<file path="src/rtl/pc_source_select_if.sv">
// rtl/pc_source_select_if.sv - candidate/control inputs and PC outputs of the fetch PC selector
interface pc_source_select_if #(
    parameter int bus_size = 10,
    parameter int NUM_SRC  = 4,
    parameter int SEL_W    = 2
);
    logic [NUM_SRC*bus_size-1:0] in_flat;
    logic [SEL_W-1:0]            sel;
    logic                        redirect;
    logic                        stall;
    logic [bus_size-1:0]         pc_out;
    logic                        pc_valid;
    logic                        redirect_pending;
    logic                        sel_err;

    modport master (
        output in_flat, sel, redirect, stall,
        input  pc_out, pc_valid, redirect_pending, sel_err
    );

    modport slave (
        input  in_flat, sel, redirect, stall,
        output pc_out, pc_valid, redirect_pending, sel_err
    );
endinterface

</file>
<file path="src/rtl/pc_source_select.sv">
// rtl/pc_source_select.sv - registered fetch PC: sequential advance, N-way redirect, stall hold
// Redirects seen while stalled are parked in a one-entry buffer and applied when the stall lifts.
module pc_source_select #(
    parameter int bus_size  = 10,
    parameter int NUM_SRC   = 4,
    parameter int SEL_W     = 2,
    parameter int RESET_VAL = 0,
    parameter int INC       = 1
) (
    input  logic             clk,
    input  logic             reset,
    pc_source_select_if.slave bus
);
    typedef enum logic {IDLE, PEND} state_t;

    localparam logic [bus_size-1:0] RESET_PC = RESET_VAL[bus_size-1:0];
    localparam logic [bus_size-1:0] INC_W    = INC[bus_size-1:0];
    localparam logic [SEL_W:0]      NUM_SRC_W = NUM_SRC[SEL_W:0];

    state_t              state;
    logic [bus_size-1:0] pc;
    logic [bus_size-1:0] pend_addr;
    logic                valid_q;
    logic                err_q;
    logic                sel_ok;
    logic                legal;
    logic [bus_size-1:0] sel_addr;

    assign sel_ok = ({1'b0, bus.sel} < NUM_SRC_W);
    assign legal  = bus.redirect && sel_ok;

    // Explicit compare-mux so an out-of-range sel never indexes past in_flat.
    always_comb begin
        sel_addr = '0;
        for (int k = 0; k < NUM_SRC; k++) begin
            if (bus.sel == k[SEL_W-1:0])
                sel_addr = bus.in_flat[k*bus_size +: bus_size];
        end
    end

    always_ff @(posedge clk) begin
        if (reset) begin
            state     <= IDLE;
            pc        <= RESET_PC;
            pend_addr <= '0;
            valid_q   <= 1'b0;
            err_q     <= 1'b0;
        end else begin
            valid_q <= 1'b1;
            err_q   <= bus.redirect && !sel_ok;
            if (bus.stall) begin
                if (legal) begin
                    pend_addr <= sel_addr;
                    state     <= PEND;
                end
            end else if (legal) begin
                pc    <= sel_addr;
                state <= IDLE;
            end else if (state == PEND) begin
                pc    <= pend_addr;
                state <= IDLE;
            end else begin
                pc <= pc + INC_W;
            end
        end
    end

    assign bus.pc_out           = pc;
    assign bus.pc_valid         = valid_q;
    assign bus.redirect_pending = (state == PEND);
    assign bus.sel_err          = err_q;
endmodule

</file>
<file path="src/flat_wrapper.sv">
// flat-port wrapper written by rule: the top's interface ports become plain ports
module pc_source_select_flat 
#(
    parameter int bus_size  = 10,
    parameter int NUM_SRC   = 4,
    parameter int SEL_W     = 2,
    parameter int RESET_VAL = 0,
    parameter int INC       = 1
)
  (clk, reset, bus_in_flat, bus_sel, bus_redirect, bus_stall, bus_pc_out, bus_pc_valid, bus_redirect_pending, bus_sel_err);
  pc_source_select_if #(.bus_size(bus_size), .NUM_SRC(NUM_SRC), .SEL_W(SEL_W)) bus_i ();
  input  logic clk;
  input  logic reset;
  input wire logic [$bits(bus_i.in_flat)-1:0] bus_in_flat;
  input wire logic [$bits(bus_i.sel)-1:0] bus_sel;
  input wire logic [$bits(bus_i.redirect)-1:0] bus_redirect;
  input wire logic [$bits(bus_i.stall)-1:0] bus_stall;
  output wire logic [$bits(bus_i.pc_out)-1:0] bus_pc_out;
  output wire logic [$bits(bus_i.pc_valid)-1:0] bus_pc_valid;
  output wire logic [$bits(bus_i.redirect_pending)-1:0] bus_redirect_pending;
  output wire logic [$bits(bus_i.sel_err)-1:0] bus_sel_err;
  assign bus_i.in_flat = bus_in_flat;
  assign bus_i.sel = bus_sel;
  assign bus_i.redirect = bus_redirect;
  assign bus_i.stall = bus_stall;
  assign bus_pc_out = bus_i.pc_out;
  assign bus_pc_valid = bus_i.pc_valid;
  assign bus_redirect_pending = bus_i.redirect_pending;
  assign bus_sel_err = bus_i.sel_err;
  pc_source_select #(.bus_size(bus_size), .NUM_SRC(NUM_SRC), .SEL_W(SEL_W), .RESET_VAL(RESET_VAL), .INC(INC)) u_core (.clk(clk), .reset(reset), .bus(bus_i));
endmodule
</file>
<file path="config.mk">
export PLATFORM = sky130hd
export DESIGN_NAME = pc_source_select_flat
export DESIGN_NICKNAME = d
export VERILOG_FILES = /design/src/rtl/pc_source_select_if.sv /design/src/rtl/pc_source_select.sv /design/src/flat_wrapper.sv
export SDC_FILE = /design/constraint.sdc
export NUM_CORES = 1
export LEC_CHECK = 0
export BUFFER_PORTS_ARGS = -buffer_cell sky130_fd_sc_hd__buf_2
export CAP_MARGIN = 10
export CORE_UTILIZATION = 35
export CTS_CLUSTER_SIZE = 12
export DETAILED_ROUTE_END_ITERATION = 10
export GPL_TIMING_DRIVEN = 1
export PLACE_DENSITY = 0.6
export SYNTH_ARGS = -nofsm -noshare
export SYNTH_HDL_FRONTEND = slang
export SYNTH_SLANG_ARGS = --single-unit
</file>
<file path="constraint.sdc">
create_clock -name clk -period 4 [get_ports clk]
set_clock_uncertainty 0.2 [all_clocks]
set_input_delay 1 -clock clk [delete_from_list [all_inputs] [get_ports clk]]
set_output_delay 1 -clock clk [all_outputs]
set_load 0.05 [all_outputs]
</file>
==> metrics <==
clk root buf=clkbuf_8; pwr dens=about 320 mW/mm2; H-tree depth=1; delay-heaviest family, CP=flip-flops; first-pass GRT wire length=5.75 mm; setup tns final=0 ns; vias in the first global route=about 1300; Final Cell Area=0.00172 mm2; CTS tree=built; Pwr Total=~0.56 mW; NumNets Final=between 200 and 300; Synth area leader=dfxtp_1; DR iter-0 viols=between 50 and 60; Slew headroom=0.503; Syn Inst Count=161; num ports=about 60; Distinct cells, synth=35; Max Cap Viol=0; crit path time final=around 2.7 ns; dominant synthesized flop cell=dfxtp_1; total iterations of the first detailed-routing run=4; setup violators final=0; layout cell share with drive strength beyond 1=0.352; post-route clock period utilization=0.666; routed wire length=about 3.4 mm; slack of the critical path=~1.3 ns; CTS Hold Buffers Added=0; DP Wirelength=2.47 mm; initial core utilization=0.371; Synth top area share=0.317; syn_nets=roughly 210; placed cell area=0.00167 mm2; most frequent cells in the layout=buf_2 (57), nand2_1 (27), a21oi_1 (25); DIE HEIGHT=about 65 um; routed vias/inst=5.30; area grow syn2layout=23.9%; synth warn=0; n_diodes=0; PortBufs=between 50 and 60; sequential-to-total area share from yosys stat=0.317; TritonCTS buffer count=3; Place WS=roughly 1.5 ns; Area contributors post-synth=dfxtp_1 (32%), mux4_2 (16%), a21oi_1 (9.0%), nand2_1 (7.3%), inv_1 (3.8%); Skew-Pair Late Insertion Delay=~0.26 ns; RSZ-0062 raised after global routing=false; peak fanout along the critical path=22; Buf/Inv on CP=1; number of enable flip-flop cells after synthesis=0; CP arrival=approximately 1.5 ns; most common cell after layout, fill and taps aside=buf_2; Slew Limit Fails=0; Tightest Hold Check Type=reg -> reg; Non-Filler Instances=258; Crit path required time=about 2.8 ns; reg-to-reg slack, setup=~2 ns; Post-Syn Area per Cell=~8.6 um2; core box area=0.00374 mm2; CTS resizes=0; Row Count=22; Max stage delay cell, worst path=dfxtp_1; Die X-Extent=about 65 um; Hold Vio Cnt, Final=0; Worst-path clk slew=around 0.080 ns; peak supply drop=between 0.1 and 0.15 mV; die area=0.00423 mm2; All-Layer GR Usage=0.174; clk buf depth=2; critical path's largest stage delay=around 0.81 ns; Placer Congestion=about 0.72; fmax=approximately 380 MHz; Via Count=between 1000 and 1500; Leakage=between 0.7 and 0.8 nW; routed length per instance=around 13 um; WS Path Type=reg -> out; actual slew at the worst max-slew pin=around 0.74 ns; crit end category=primary output; critical path cell sequence=buf_2; cell area after synthesis=about 0.0014 mm2; Worst Setup Start Kind=flip-flop; remaining antenna violation count after routing=0; largest net degree at the start of global routing=25; ys async rst share=0; initial antenna violation count=0; GRT Residual Overflow=0; status=complete, no violations; #FFs+latches synth=22; Setup Buffers After CTS=0; Sink Count=22; DP Cell Count=~250; Residual DRC=0
metal layers:
| layer | wire length (um) | global-route usage | vias up |
|---|---|---|---|
| met5 | 0 | 0 | - |
| met4 | 47 | 0.0652 | 0 |
| met3 | 262 | 0.0229 | 5 |
| met2 | 1480 | 0.276 | 70 |
| met1 | 1610 | 0.239 | 614 |
| li1 | - | - | 679 |
report_power, final:
group / internal, mW / switching [mW] / leakage, nW
Combinational: 0.0597 / 0.0843 / 0.501
Sequential: 0.233 / 0.0182 / 0.181
Clock: 0.0877 / 0.0727 / 0.0288
stage by stage:
stage,util,hold slack (ns)
2_1_floorplan,-,0.236
3_3_place_gp,0.446,0.245
3_5_place_dp,0.446,0.247
4_1_cts,0.460,0.258
5_1_grt,0.460,0.277
6_report,0.460,0.258
sequential cells by signal, summed over array words and instances (netlist names):
signal	flops
u_core.bus.pc_out	10
u_core.bus.pc_valid	1
u_core.bus.redirect_pending	1
u_core.pend_addr	10
kinds of logic (layout without fill, tap and decap cells):
logic type / after synthesis / count (layout) / share of synthesized area
buf+inv: 26 / 75 / 0.0864
flops: 22 / 22 / 0.317
simple gates: 48 / 48 / 0.164
compound gates: 48 / 48 / 0.226
other cells: 1 / 1 / 0.00270
fa+ha+maj: 1 / 1 / 0.00900
mux: 12 / 12 / 0.176
xor+xnor: 3 / 3 / 0.0189
synth_stat cells, types with 2 or more instances:
library cell  instances
nand2_1              27
a21oi_1              25
dfxtp_1              22
inv_1                14
mux4_2               10
a221oi_1              5
o21ai_0               5
o31ai_1               4
buf_2                 3
buf_4                 3
clkbuf_1              3
nand3_1               3
nor2_1                3
a221oi_2              2
a31o_1                2
clkbuf_4              2
mux2i_1               2
nand4_1               2
nor2b_1               2
nor3_1                2
nor4_1                2
o21a_1                2
o31a_1                2
or4_1                 2
xnor2_1               2
path summary, 6_finish.rpt:
kind / cells past startpoint / from / endpoint
hold / removal: 2 / u_core.pend_addr[3] / u_core.pend_addr[3]
setup / recovery: 1 / u_core.bus.redirect_pending / bus_redirect_pending
setup reg to reg: 5 / u_core.bus.pc_out[0] / u_core.bus.pc_out[6]
hold reg to reg: 2 / u_core.pend_addr[3] / u_core.pend_addr[3]
cell type report:
type / count / area, um2
Clock buffer: 4 / 55.1
Fill cell: 402 / 2020
Inverter: 14 / 52.6
Multi-Input combinational cell: 113 / 830
Sequential cell: 22 / 440
Tap cell: 48 / 60.1
Timing Repair Buffer: 57 / 285
No activity file was read; power rests on OpenSTA's default activity.
